### src/rtl/pi1_to_wb4_wrbuf.sv
// pi1_to_wb4_wrbuf
//   Bridges a PI1 master onto a pipelined Wishbone B4 slave. Writes are posted
//   into a small FIFO and drained in order. Reads and read-then-write (RW) wait
//   until that FIFO is empty, so they never overtake a posted write.
//   At most one wb4 transaction is in flight at a time.
//
// Parameters
//   ARCHBITSZ     data width (16/32/64/128/256)
//   WRBUFDEPTH    posted-write entries (power of two, >= 2)
//   TIMEOUTCYCLES ack timeout, used only with PI1_TO_WB4_WRBUF_TIMEOUT_EN
//
// Ports
//   clk_i, rst_i                 clock, synchronous active-high reset
//   pi1_op_i                     00 nop, 01 write, 10 read, 11 read-then-write
//   pi1_addr_i                   word address
//   pi1_data_i / pi1_data_o      write data / read data (0 when nothing completes)
//   pi1_sel_i                    byte enables
//   pi1_rdy_o                    op accepted / read completes this cycle
//   wb4_cyc_o/stb_o/we_o         wb4 cycle controls
//   wb4_addr_o                   byte address
//   wb4_data_o/sel_o             write data / byte enables
//   wb4_stall_i/ack_i/data_i     wb4 slave responses
//
// Build option
//   PI1_TO_WB4_WRBUF_TIMEOUT_EN  abort a wb4 transaction with no ack after
//                                TIMEOUTCYCLES cycles; reads then return all-ones.
//
// state    | meaning
// ---------+-------------------------------------------------------------
// S_IDLE   | accepting ops; draining posted writes
// S_RDPEND | read/RW latched, draining FIFO before the read is issued
// S_RD     | wb4 read outstanding
// S_RWWR   | write phase of RW outstanding (cyc held since the read)
module pi1_to_wb4_wrbuf #(
  parameter int ARCHBITSZ     = 32,
  parameter int WRBUFDEPTH    = 4,
  parameter int TIMEOUTCYCLES = 255
) (
  input  logic                                        clk_i,
  input  logic                                        rst_i,
  input  logic [1:0]                                  pi1_op_i,
  input  logic [ARCHBITSZ-$clog2(ARCHBITSZ/8)-1:0]    pi1_addr_i,
  input  logic [ARCHBITSZ-1:0]                        pi1_data_i,
  output logic [ARCHBITSZ-1:0]                        pi1_data_o,
  input  logic [ARCHBITSZ/8-1:0]                      pi1_sel_i,
  output logic                                        pi1_rdy_o,
  output logic                                        wb4_cyc_o,
  output logic                                        wb4_stb_o,
  output logic                                        wb4_we_o,
  output logic [ARCHBITSZ-1:0]                        wb4_addr_o,
  output logic [ARCHBITSZ-1:0]                        wb4_data_o,
  output logic [ARCHBITSZ/8-1:0]                      wb4_sel_o,
  input  logic                                        wb4_stall_i,
  input  logic                                        wb4_ack_i,
  input  logic [ARCHBITSZ-1:0]                        wb4_data_i
);

  localparam int SELW = ARCHBITSZ / 8;
  localparam int OFFW = $clog2(SELW);
  localparam int PTRW = $clog2(WRBUFDEPTH);
  localparam int CNTW = $clog2(WRBUFDEPTH + 1);

  typedef enum logic [1:0] {S_IDLE, S_RDPEND, S_RD, S_RWWR} state_t;

  state_t                state_q, state_d;
  logic                  cyc_q, cyc_d, stb_q, stb_d, we_q, we_d;
  logic [ARCHBITSZ-1:0]  addr_q, addr_d, wdat_q, wdat_d;
  logic [SELW-1:0]       sel_q, sel_d;
  logic                  lat_rw_q, lat_rw_d;
  logic [ARCHBITSZ-1:0]  lat_addr_q, lat_addr_d, lat_data_q, lat_data_d;
  logic [SELW-1:0]       lat_sel_q, lat_sel_d;
  logic [ARCHBITSZ-1:0]  rdat_q, rdat_d;
  logic [ARCHBITSZ-1:0]  pdata;
  logic                  accept, rdy, push, pop, ack, tmo;

  logic [OFFW-1:0]       boff;
  logic [ARCHBITSZ-1:0]  byte_addr;

  logic [ARCHBITSZ-1:0]  buf_addr [WRBUFDEPTH];
  logic [ARCHBITSZ-1:0]  buf_data [WRBUFDEPTH];
  logic [SELW-1:0]       buf_sel  [WRBUFDEPTH];
  logic [PTRW-1:0]       wr_ptr, rd_ptr;
  logic [CNTW-1:0]       count, count_d;
  logic                  full, empty;

  // Low address bits come from the lowest enabled byte lane.
  always_comb begin
    boff = '0;
    for (int i = SELW - 1; i >= 0; i--) begin
      if (pi1_sel_i[i]) boff = OFFW'(i);
    end
  end
  assign byte_addr = {pi1_addr_i, boff};

  // Acks arriving outside a cycle are not ours.
  assign ack = wb4_ack_i && cyc_q;

`ifdef PI1_TO_WB4_WRBUF_TIMEOUT_EN
  localparam int TW = $clog2(TIMEOUTCYCLES + 1);
  logic [TW-1:0] tmo_cnt;
  logic          tmo_load;

  // Reload on every new wb4 phase, including the write half of an RW.
  assign tmo_load = (cyc_d && !cyc_q) || (state_q == S_RD && state_d == S_RWWR);
  assign tmo      = cyc_q && !ack && (tmo_cnt == '0);

  always_ff @(posedge clk_i) begin
    if (rst_i)                         tmo_cnt <= '0;
    else if (tmo_load)                 tmo_cnt <= TW'(TIMEOUTCYCLES - 1);
    else if (cyc_q && tmo_cnt != '0)   tmo_cnt <= tmo_cnt - 1'b1;
  end
`else
  assign tmo = 1'b0;
`endif

  always_comb begin
    state_d    = state_q;
    cyc_d      = cyc_q;
    stb_d      = stb_q;
    we_d       = we_q;
    addr_d     = addr_q;
    wdat_d     = wdat_q;
    sel_d      = sel_q;
    lat_rw_d   = lat_rw_q;
    lat_addr_d = lat_addr_q;
    lat_data_d = lat_data_q;
    lat_sel_d  = lat_sel_q;
    rdat_d     = rdat_q;
    pdata      = '0;
    accept     = 1'b0;
    push       = 1'b0;
    pop        = 1'b0;

    if (cyc_q && stb_q && !wb4_stall_i) stb_d = 1'b0;

    case (state_q)
      S_IDLE, S_RDPEND: begin
        accept = (state_q == S_IDLE) && !full;
        if (cyc_q && (ack || tmo)) begin
          cyc_d = 1'b0;
          stb_d = 1'b0;
          we_d  = 1'b0;
          pop   = 1'b1;
        end else if (!cyc_q && !empty) begin
          cyc_d  = 1'b1;
          stb_d  = 1'b1;
          we_d   = 1'b1;
          addr_d = buf_addr[rd_ptr];
          wdat_d = buf_data[rd_ptr];
          sel_d  = buf_sel[rd_ptr];
        end else if (state_q == S_RDPEND && !cyc_q) begin
          cyc_d   = 1'b1;
          stb_d   = 1'b1;
          we_d    = 1'b0;
          addr_d  = lat_addr_q;
          sel_d   = lat_sel_q;
          state_d = S_RD;
        end
      end
      S_RD: begin
        if (ack && lat_rw_q) begin
          rdat_d  = wb4_data_i;
          stb_d   = 1'b1;
          we_d    = 1'b1;
          wdat_d  = lat_data_q;
          state_d = S_RWWR;
        end else if (ack || tmo) begin
          cyc_d   = 1'b0;
          stb_d   = 1'b0;
          we_d    = 1'b0;
          pdata   = ack ? wb4_data_i : '1;
          accept  = 1'b1;
          state_d = S_IDLE;
        end
      end
      S_RWWR: begin
        if (ack || tmo) begin
          cyc_d   = 1'b0;
          stb_d   = 1'b0;
          we_d    = 1'b0;
          pdata   = ack ? rdat_q : '1;
          accept  = 1'b1;
          state_d = S_IDLE;
        end
      end
      default: state_d = S_IDLE;
    endcase

    rdy = accept && !rst_i;

    if (rdy) begin
      case (pi1_op_i)
        2'b01: push = 1'b1;
        2'b10, 2'b11: begin
          lat_rw_d   = pi1_op_i[0];
          lat_addr_d = byte_addr;
          lat_data_d = pi1_data_i;
          lat_sel_d  = pi1_sel_i;
          state_d    = S_RDPEND;
        end
        default: ;
      endcase
    end
  end

  always_ff @(posedge clk_i) begin
    if (rst_i) begin
      state_q    <= S_IDLE;
      cyc_q      <= 1'b0;
      stb_q      <= 1'b0;
      we_q       <= 1'b0;
      addr_q     <= '0;
      wdat_q     <= '0;
      sel_q      <= '0;
      lat_rw_q   <= 1'b0;
      lat_addr_q <= '0;
      lat_data_q <= '0;
      lat_sel_q  <= '0;
      rdat_q     <= '0;
    end else begin
      state_q    <= state_d;
      cyc_q      <= cyc_d;
      stb_q      <= stb_d;
      we_q       <= we_d;
      addr_q     <= addr_d;
      wdat_q     <= wdat_d;
      sel_q      <= sel_d;
      lat_rw_q   <= lat_rw_d;
      lat_addr_q <= lat_addr_d;
      lat_data_q <= lat_data_d;
      lat_sel_q  <= lat_sel_d;
      rdat_q     <= rdat_d;
    end
  end

  // Posted-write FIFO
  assign count_d = count + CNTW'(push) - CNTW'(pop);

  always_ff @(posedge clk_i) begin
    if (push) begin
      buf_addr[wr_ptr] <= byte_addr;
      buf_data[wr_ptr] <= pi1_data_i;
      buf_sel[wr_ptr]  <= pi1_sel_i;
    end
  end

  always_ff @(posedge clk_i) begin
    if (rst_i) begin
      wr_ptr <= '0;
      rd_ptr <= '0;
      count  <= '0;
      full   <= 1'b0;
      empty  <= 1'b1;
    end else begin
      if (push) wr_ptr <= wr_ptr + 1'b1;
      if (pop)  rd_ptr <= rd_ptr + 1'b1;
      count <= count_d;
      full  <= (count_d == CNTW'(WRBUFDEPTH));
      empty <= (count_d == '0);
    end
  end

  assign pi1_rdy_o  = rdy;
  assign pi1_data_o = rst_i ? '0 : pdata;
  assign wb4_cyc_o  = cyc_q;
  assign wb4_stb_o  = stb_q;
  assign wb4_we_o   = we_q;
  assign wb4_addr_o = addr_q;
  assign wb4_data_o = wdat_q;
  assign wb4_sel_o  = sel_q;

endmodule

### config.mk
export PLATFORM = sky130hd
export DESIGN_NAME = pi1_to_wb4_wrbuf
export DESIGN_NICKNAME = d
export VERILOG_FILES = /design/src/rtl/pi1_to_wb4_wrbuf.sv
export SDC_FILE = /design/constraint.sdc
export NUM_CORES = 1
export LEC_CHECK = 0
export BUFFER_PORTS_ARGS = -buffer_cell sky130_fd_sc_hd__clkbuf_2
export CAP_MARGIN = 20
export CORE_MARGIN = 1
export CORE_UTILIZATION = 58
export DETAILED_ROUTE_END_ITERATION = 12
export GPL_ROUTABILITY_DRIVEN = 0
export MAX_ROUTING_LAYER = met4
export PLACE_DENSITY_LB_ADDON = 0.08
export SLEW_MARGIN = 20
export SYNTH_ARGS = -nofsm -noshare
export SYNTH_HDL_FRONTEND = slang
export SYNTH_SLANG_ARGS = --single-unit
### constraint.sdc
create_clock -name clk_i -period 4.85 [get_ports clk_i]
set_clock_uncertainty 0.1 [all_clocks]
set_input_delay 0.97 -clock clk_i [delete_from_list [all_inputs] [get_ports clk_i]]
set_output_delay 0.97 -clock clk_i [all_outputs]
set_load 0.005 [all_outputs]
==> reports/results.md <==
Drt
* **DRC violations left** 0
* **Via density** 5.970
* **via total after detailed routing** 11690
* **antenna violation net count after detailed routing** 0
* **DRC violation total after the first TritonRoute iteration** 1008
* **routed wire length** 40270 um
* **Pre-Repair DR Iteration Count** 6
* **Routed wire per std cell** 20.57 um

Worst setup path
* **beginning of the worst register-to-register path** state_q[0]$_SDFF_PP0_
* **family with the most delay on the worst path** simple AND/OR/NAND/NOR gates
* **number of buffer and inverter instances along the worst setup path** 3
* **path type of the worst setup path** in -> out
* **Crit path depth** 5
* **Startpoint Class** input port
* **CP Data Arrival Time** 2530 ps
* **cells traversed along the worst timing path** buf_4 > inv_2 > nand2_1 > nor2_1 > clkbuf_2
* **cell type of the slowest stage on the worst timing path** sky130_fd_sc_hd__nand2_1
* **endpoint required time on the critical path** 3780 ps
* **kind of end point of the critical path** primary output
* **maximum fanout along the worst path** 33
* **CP max stage delay** 760 ps
* **capture point of the worst reg-to-reg path** buf_addr[0][19]$_DFFE_PP_
* **cells on worst reg2reg path** 4
* **worst reg2reg setup slack** 1940 ps

Die
* **width of the die** 176.2 um
* **placeable core region** 0.02972 mm2
* **area of the die** 0.03105 mm2
* **starting utilization of the core area** 0.5923
* **I/O pins** 208
* **vertical die dimension** 176.2 um
* **Placement Rows** 63

Final layout
* **area growth from synthesis to final layout** 16.54%
* **fraction of final layout cells with drive strength greater than 1** 0.2727
* **post-layout net count** 1639
* **number of fillers in the final layout** 2109

Timing
* **normalized max-slew margin** 0.3129
* **total setup violations reported at the end of the flow** 0
* **max-slew violations** 0
* **shortest period the worst path allows** 3596 ps
* **unrepaired setup endpoints after global routing** no
* **final setup TNS** 0 ps
* **transition time at the pin with the least slew margin** 1028 ps
* **Peak Freq** 0.2781 GHz
* **fraction of the cycle the final worst path needs** 0.7414
* **setup slack of the critical path after layout** 1254 ps
* **count of final hold-check violations** 0

CTS
* **CTS buffer count** 46
* **clock-pin slew of the registers on the worst-case setup and hold paths** 60 ps
* **Max H-tree Level** 2
* **CTS Hold Buffers Added** 0
* **Skew-Pair Late Insertion Delay** 560 ps
* **Resized cells post-CTS** 0
* **CTS Buffer Depth** 3
* **count of clock tree sinks** 457
* **library cell used as clock root buffer** sky130_fd_sc_hd__clkbuf_16
* **TritonCTS clock tree** built
* **post-CTS setup-driven buffer insertion count** 0

Synth
* **register bit count reported by yosys** 457
* **sequential element share of the synthesized area** 0.6745
* **number of enable-type register cells in the synthesized netlist** 272
* **top-count cell post-synth** sky130_fd_sc_hd__edfxtp_1
* **number of instances in the synthesized netlist** 1355
* **total number of yosys warnings** 0
* **most area-consuming cells after synthesis** sky130_fd_sc_hd__edfxtp_1 46%, sky130_fd_sc_hd__dfxtp_1 21%, sky130_fd_sc_hd__mux4_2 4.6%
* **share of the synthesized area in the top cell type** 0.4641
* **Synth async-reset ratio** 0
* **most instantiated cells after synthesis** 272 x sky130_fd_sc_hd__edfxtp_1, 185 x sky130_fd_sc_hd__dfxtp_1, 174 x sky130_fd_sc_hd__nand2_1, 109 x sky130_fd_sc_hd__nor2_1, 72 x sky130_fd_sc_hd__a21oi_1
* **average instance area after synthesis** 12.99 um2
* **area of the mapped netlist** 0.01760 mm2
* **Synth cell types** 45
* **Mapped Nets** 1466
* **top cell type by total area after synthesis** sky130_fd_sc_hd__edfxtp_1
* **predominant post-synthesis flop cell** sky130_fd_sc_hd__edfxtp_1

Global route
* **global-route wire length before repair** 62720 um
* **global-route usage over all layers** 0.2703
* **pin count of the biggest net entering global routing** 72
* **number of global-route vias before repair** 11542
* **leftover overflow at the end of global routing** 0
* **antenna violations before repair** 2

Run status
* **outcome** complete, no violations

Place
* **DP Wirelength** 22670 um
* **Worst Setup Slack post-DPL** 1268 ps
* **number of buffer cells added on primary ports** 207

Power and ir drop
* **power density over the cells** 500.8 mW/mm2
* **peak supply drop** 0.0002950 V
* **cell leakage power** 7.091 nW

Hold path
* **Worst Hold Depth** 2
* **Endpoint, Worst Hold** lat_addr_q[29]$_SDFFE_PP0P_
* **hold path start** lat_addr_q[29]$_SDFFE_PP0P_
* **type of the tightest min-delay check** reg -> reg

Flow run
* **Maximum Capacitance Violations** 0

layer usage:
metal / global-route usage / up-vias / part of all wire
met2: 0.4390 / 498 / 0.48
met5: - / - / 0
met3: 0.04220 / 80 / 0.077
li1: - / 5416 / -
met4: 0.08370 / 0 / 0.022
met1: 0.3514 / 5696 / 0.42
worst reg2reg max path: cells and delay by family (launching register included):
| family | cells | cell delay, ps |
|---|---|---|
| AO/OA/AOI/OAI | 1 | 440 |
| buffers and inverters | 1 | 420 |
| flip-flops | 1 | 690 |
| AND/OR/NAND/NOR | 2 | 910 |
where the power goes:
group | internal, mW | leakage [nW] | switching [mW]
sequential | 4.54 | 3.97 | 0.237
combinational | 0.712 | 2.37 | 1.17
clock | 2.14 | 0.749 | 1.47
cell usage in the layout (no fill, tap or decap), drive strengths merged, types with 5 or more instances in the layout:
master / count
edfxtp: 272
clkbuf: 260
dfxtp: 185
nand2: 174
nor2: 110
a21oi: 72
o21ai: 72
nand3: 71
a211oi: 68
mux2: 64
mux4: 36
a222oi: 32
a22oi: 32
buf: 24
clkinv: 18
inv: 14
clkinvlp: 8
ha: 6
bufinv: 6
nor2b: 6
nor3: 5
logic make-up after synthesis:
family / after synthesis / share of synthesized area
mux: 100 / 0.08701
buf+inv: 119 / 0.03227
compound gates: 289 / 0.1075
simple gates: 379 / 0.09135
fa+ha+maj: 7 / 0.005403
xor+xnor: 4 / 0.001991
flops: 457 / 0.6745
how the worst max path moves through the flow:
stage | startpoint | to | slack (ps)
floorplan | rst_i | buf_addr[0][0]$_DFFE_PP_ | 1010
global route | rst_i | pi1_data_o[10] | 1160
detailed placement | rst_i | pi1_data_o[20] | 1270
CTS | rst_i | pi1_data_o[30] | 1270
finish | rst_i | pi1_data_o[30] | 1250
global placement | rst_i | pi1_data_o[26] | 1390
flip-flops by register name (all words and copies together) (netlist names), 2 cells and up, named ones only:
signal,count
buf_addr,128
buf_data,128
buf_sel,16
count,3
lat_addr_q,32
lat_data_q,32
lat_sel_q,4
rd_ptr,2
rdat_q,32
state_q,2
wb4_addr_o,32
wb4_data_o,32
wb4_sel_o,4
wr_ptr,2
layout make-up:
cell class                      instances  area, um2  share of cell area
Sequential cell                       457      11880              0.5790
Multi-Input combinational cell        779       5268              0.2568
Timing Repair Buffer                  230       1252             0.06106
Clock buffer                           54       1232             0.06008
Tap cell                              390      488.0             0.02379
Clock inverter                         32      337.8             0.01647
Inverter                               14      52.55            0.002562
Antenna cell                            2      5.005           0.0002440
metrics by stage:
step / util / std cells / area (um2) / hold slack (ps) / power [mW]
global placement: 0.6368 / 1869 / 18920 / 335.9 / 6.686
CTS: 0.6900 / 1956 / 20510 / 350.2 / 10.32
floorplan: - / 1355 / 17600 / 328.0 / 5.997
detailed placement: 0.6372 / 1870 / 18940 / 341.5 / 6.732
global route: 0.6902 / 1958 / 20510 / 365.4 / 10.72
finish: 0.6902 / 1958 / 20510 / 350.9 / 10.27
Power figures use the tool's default switching activity.
